### src/rtl/clock_divider_prog.sv
// Programmable multi-channel clock/tick generator: each channel divides the
// system clock by a runtime divisor with a programmable high time.
module clock_divider_prog #(
   parameter int unsigned WIDTH       = 26,
   parameter int unsigned CHANNELS    = 4,
   parameter int unsigned DEFAULT_DIV = 50000000,
   localparam int unsigned CHW        = (CHANNELS > 1) ? $clog2(CHANNELS) : 1
) (
   input  logic                clock,
   input  logic                reset,
   input  logic [CHANNELS-1:0] en,
   input  logic                wr_en,
   input  logic [CHW-1:0]      wr_ch,
   input  logic [WIDTH-1:0]    wr_div,
   input  logic [WIDTH-1:0]    wr_high,
   output logic [CHANNELS-1:0] clk_out,
   output logic [CHANNELS-1:0] tick,
   output logic [CHANNELS-1:0] pending
);

   localparam logic [WIDTH-1:0] RST_DIV  = WIDTH'(DEFAULT_DIV);
   localparam logic [WIDTH-1:0] RST_HIGH = WIDTH'(DEFAULT_DIV / 2);

   typedef enum logic {
      ST_IDLE = 1'b0,
      ST_RUN  = 1'b1
   } state_t;

   // Output level at counter value c: low first, then high for the last H_eff cycles.
   function automatic logic level(input logic [WIDTH-1:0] c,
                                  input logic [WIDTH-1:0] div,
                                  input logic [WIDTH-1:0] high);
      logic [WIDTH-1:0] d_eff;
      logic [WIDTH-1:0] h_eff;
      d_eff = (div == '0) ? WIDTH'(1) : div;
      h_eff = (high > d_eff) ? d_eff : high;
      return c >= (d_eff - h_eff);
   endfunction

   for (genvar i = 0; i < int'(CHANNELS); i++) begin : g_ch
      state_t           state, state_nx;
      logic [WIDTH-1:0] cnt, cnt_nx;
      logic [WIDTH-1:0] act_div, act_div_nx, act_high, act_high_nx;
      logic [WIDTH-1:0] sh_div, sh_div_nx, sh_high, sh_high_nx;
      logic             pend, pend_nx;
      logic             clk_r, clk_nx;
      logic             tick_r, tick_nx;
      logic             wr_hit;
      logic             apply;
      logic [WIDTH-1:0] d_eff;

      // Out-of-range channel numbers never match any generated index.
      assign wr_hit = wr_en && (wr_ch == CHW'(i));
      assign d_eff  = (act_div == '0) ? WIDTH'(1) : act_div;

      always_comb begin
         state_nx    = state;
         cnt_nx      = cnt;
         act_div_nx  = act_div;
         act_high_nx = act_high;
         sh_div_nx   = sh_div;
         sh_high_nx  = sh_high;
         pend_nx     = pend;
         clk_nx      = clk_r;
         tick_nx     = tick_r;
         apply       = 1'b0;

         if (!en[i]) begin
            state_nx = ST_IDLE;
            cnt_nx   = '0;
            clk_nx   = 1'b0;
            tick_nx  = 1'b0;
            apply    = pend;
         end else if (state == ST_IDLE) begin
            state_nx = ST_RUN;
            cnt_nx   = '0;
            clk_nx   = level('0, act_div, act_high);
            tick_nx  = 1'b1;
         end else begin
            cnt_nx = (cnt == d_eff - WIDTH'(1)) ? '0 : cnt + WIDTH'(1);
            apply  = pend && (cnt_nx == '0);
         end

         if (apply) begin
            act_div_nx  = sh_div;
            act_high_nx = sh_high;
            pend_nx     = 1'b0;
         end

         // The level after a wrap uses the freshly applied configuration.
         if (en[i] && state == ST_RUN) begin
            clk_nx  = level(cnt_nx, act_div_nx, act_high_nx);
            tick_nx = (cnt_nx == '0);
         end

         // A same-edge write always waits for the following boundary.
         if (wr_hit) begin
            sh_div_nx  = wr_div;
            sh_high_nx = wr_high;
            pend_nx    = 1'b1;
         end
      end

      always_ff @(posedge clock or posedge reset) begin
         if (reset) begin
            state    <= ST_IDLE;
            cnt      <= '0;
            act_div  <= RST_DIV;
            act_high <= RST_HIGH;
            sh_div   <= RST_DIV;
            sh_high  <= RST_HIGH;
            pend     <= 1'b0;
            clk_r    <= 1'b0;
            tick_r   <= 1'b0;
         end else begin
            state    <= state_nx;
            cnt      <= cnt_nx;
            act_div  <= act_div_nx;
            act_high <= act_high_nx;
            sh_div   <= sh_div_nx;
            sh_high  <= sh_high_nx;
            pend     <= pend_nx;
            clk_r    <= clk_nx;
            tick_r   <= tick_nx;
         end
      end

      assign clk_out[i] = clk_r;
      assign tick[i]    = tick_r;
      assign pending[i] = pend;
   end

endmodule

### config.mk
export PLATFORM = sky130hd
export DESIGN_NAME = clock_divider_prog
export DESIGN_NICKNAME = d
export VERILOG_FILES = /design/src/rtl/clock_divider_prog.sv
export SDC_FILE = /design/constraint.sdc
export NUM_CORES = 2
export LEC_CHECK = 0
export CAP_MARGIN = 20
export CORE_ASPECT_RATIO = 1.4
export CORE_MARGIN = 4
export CORE_UTILIZATION = 65
export CTS_BUF_LIST = sky130_fd_sc_hd__clkbuf_2
export DETAILED_ROUTE_END_ITERATION = 7
export PLACE_DENSITY = 0.87
export SLEW_MARGIN = 20
export SYNTH_ARGS = -nofsm -noshare
export SYNTH_HDL_FRONTEND = slang
export SYNTH_SLANG_ARGS = --single-unit
export TNS_END_PERCENT = 100
### constraint.sdc
create_clock -name clock -period 26.1 [get_ports clock]
set_clock_uncertainty 0.15 [all_clocks]
set_input_delay 5.22 -clock clock [delete_from_list [all_inputs] [get_ports clock]]
set_output_delay 5.22 -clock clock [all_outputs]
set_load 0.05 [all_outputs]
==> summary.md <==
| Metric | Value |
|---|---|
| Largest cells by area after synthesis | `dfrtp_1 17%, ha_1 13%, dfstp_2 10%, mux2_2 8.8%, mux2i_1 6.1%` |
| Width of the die | `about 240 um` |
| Post-Synthesis Cells | `5504` |
| Met1 Use GR | `0.386` |
| Routing usage on met3 | `0.0738` |
| GP Congestion | `1.01` |
| Cts-stage hold buffer count | `0` |
| CORE AREA | `roughly 76000 um^2` |
| # DRC | `0` |
| Hold Path Class | `reg -> reg` |
| YS warnings | `0` |
| WP data arrival | `15310 ps` |
| Commonest non-fill, non-tap cell in the layout | `ha_1` |
| Vias in the first global route | `between 40000 and 50000` |
| CTS tree | `built` |
| Rel. slew slack | `0.285` |
| R2R Setup Slk | `between 10000 and 15000 ps` |
| Max Freq | `between 70 and 80 MHz` |
| Outcome | `complete, no violations` |
| GR Util All Layers | `0.354` |
| Clock tree root driver cell | `clkbuf_2` |
| Most frequent cells in the layout | `520 x ha_1, 389 x mux2_2, 344 x dfrtp_1` |
| Async SR Flop Fraction | `1.00` |
| I/O pin count | `73` |
| First-pass GRT wire length | `230000 um` |
| Post-synth EDFFs | `0` |
| Final net count | `5952` |
| Vias per cell | `6.71` |
| RSZ-0062 raised after global routing | `false` |
| Total negative slack | `0 ps` |
| Largest net degree at the start of global routing | `97` |
| Top-area cell type share of the netlist area | `0.172` |
| Hpwl dp | `115000 um` |
| Part of the cycle the worst path needs | `0.545` |
| Number of I/O port buffers | `72` |
| Post-Syn Area per Cell | `9.09 um^2` |
| Die height | `336 um` |
| Startpoint Class | `input port` |
| GRT met2 Usage | `0.608` |
| Starting DRT DRC Count | `between 3000 and 4000` |
| Share of layout cells above drive strength 1 | `0.174` |
| Rows | `120` |
| Synth-to-Final Area Change | `4.00%` |
| Post-route insts no fill | `approximately 6500` |
| CTS clk-pin slew, worst paths | `around 110 ps` |
| Final hold viol count | `0` |
| Synth cell types | `99` |
| Hold_ws | `about 360 ps` |
| Initial Util | `0.655` |
| Slowest cell on crit path | `a2111oi_0` |
| Endpoint class of the critical path | `register` |
| Post-Syn Nets | `6093` |
| Placement Cell Area | `50700 um^2` |
| Largest area contributor in the netlist | `dfrtp_1` |
| CTS max path bufs | `3` |
| Final wirelength | `about 150000 um` |
| Sequential share of the synthesized area | `0.273` |
| CP max stage delay | `800 ps` |
| Skew-Pair Late Insertion Delay | `1440 ps` |
| Post-detailed-route count of antenna-violating nets | `0` |
| Max-slew violation count | `0` |
| Initial antenna violation count | `18` |
| Worst setup path category | `in -> reg` |
| Final setup fails | `0` |
| Fillcell total | `5880` |
| 1st-pass router iterations | `8` |
| Clock sinks | `536` |
| Max cap viols | `0` |
| CTS Buf Count | `about 140` |
| Main synth FF type | `dfrtp_1` |
| Worst Path Required | `between 20000 and 30000 ps` |
| Post-layout instance area | `52000 um^2` |
| Crit-path most repeated cell | `o21ai_0` |
| DR vias | `43400` |
| Seq cells post-synth | `536` |
| Tightest Pin Transition | `~1100 ps` |
| Mapped cell area | `50000 um^2` |
| Routed WL per cell | `about 23 um` |
| H-Tree Level Count | `4` |
| Min Tclk post-route | `14220 ps` |
| Most Used Layer, Global Route | `met2` |
| # resized after CTS | `0` |
| Setup Fix Bufs, Post-CTS | `0` |
| Die area | `81500 um^2` |
| Worst-path maximum fanout | `73` |
| # placed instances | `6200` |
| GRT overflow | `0` |
[logic make-up (layout without fill, tap and decap cells)]
family | after synthesis | after routing | synth area share
AND/OR/NAND/NOR | 1436 | 1436 | 0.149
buffers and inverters | 714 | 685 | 0.0575
multiplexers | 819 | 819 | 0.177
other | 0 | 10 | 0
AO/OA/AOI/OAI | 1112 | 1112 | 0.147
flip-flops | 536 | 536 | 0.273
adder cells (fa/ha/maj) | 530 | 530 | 0.134
XOR/XNOR | 357 | 357 | 0.0633
[area by class of cell]
cell class | instances | area (um^2) | area share
multi-input cells | 4254 | 33600 | 0.646
clock inverters | 49 | 297 | 0.00570
inverters | 332 | 1250 | 0.0241
flip-flops and latches | 536 | 13700 | 0.262
well taps | 976 | 1220 | 0.0235
repair buffers | 102 | 946 | 0.0182
diodes | 10 | 25.0 | 0.000481
clock buffers | 202 | 1010 | 0.0194
[through the flow]
| stage | setup slack (ps) | utilization |
|---|---|---|
| after global placement | 11060 | 0.663 |
| final | 11880 | 0.681 |
| after global routing | 11220 | 0.681 |
| after floorplan | 6070 | - |
| after CTS | 12170 | 0.681 |
| after detailed placement | 10740 | 0.663 |
[synth_stat cells, types with 63 or more instances]
cell type  instances
mux2_1           124
o21ai_0          261
xnor2_1          181
ha_1             520
mux2_2           389
nor3_1           128
nor2b_1           63
inv_1            303
clkbuf_1         290
nand3_1          134
nand4_1          112
dfrtp_1          344
a21oi_1          251
xor2_1           173
nor2_1           339
o21a_1            78
dfstp_2          192
mux2i_1          306
a21o_1           111
nor4_1            81
nand2_1          259
[state kept, by name (all words and copies together) (netlist names)]
signal / cells
g_ch.sh_div: 104
g_ch.state: 4
g_ch.cnt: 104
g_ch.tick_r: 4
g_ch.act_div: 104
g_ch.sh_high: 104
g_ch.act_high: 104
g_ch.clk_r: 4
g_ch.pend: 4
[critical path: cells and delay by family]
family	cells	cell delay, ps
compound gates	22	4640
buf+inv	5	2420
simple gates	8	1170
mux	3	790
fa+ha+maj	3	770
xor+xnor	1	160
[layer usage]
layer / share of wire / wire length, um
met3: 0.075 / 11100
met1: 0.36 / 53100
met2: 0.48 / 71600
met5: 0 / 0
met4: 0.085 / 12700
[worst paths after layout]
path / startpoint / end / cells past startpoint
min in group asynchronous: reset / g_ch[0].cnt[22] / 2
setup reg to reg: g_ch[1].act_div[6] / g_ch[1].clk_r / 45
hold / removal: g_ch[1].sh_div[14] / g_ch[1].act_div[14] / 2
max in group asynchronous: reset / g_ch[3].cnt[1] / 6
setup / recovery: en[2] / g_ch[2].clk_r / 42
hold reg to reg: g_ch[1].sh_div[14] / g_ch[1].act_div[14] / 2
Power is left out: the tool's default activity adds up to more than one toggle a clock period on the data nets, which glitch-free logic cannot reach.
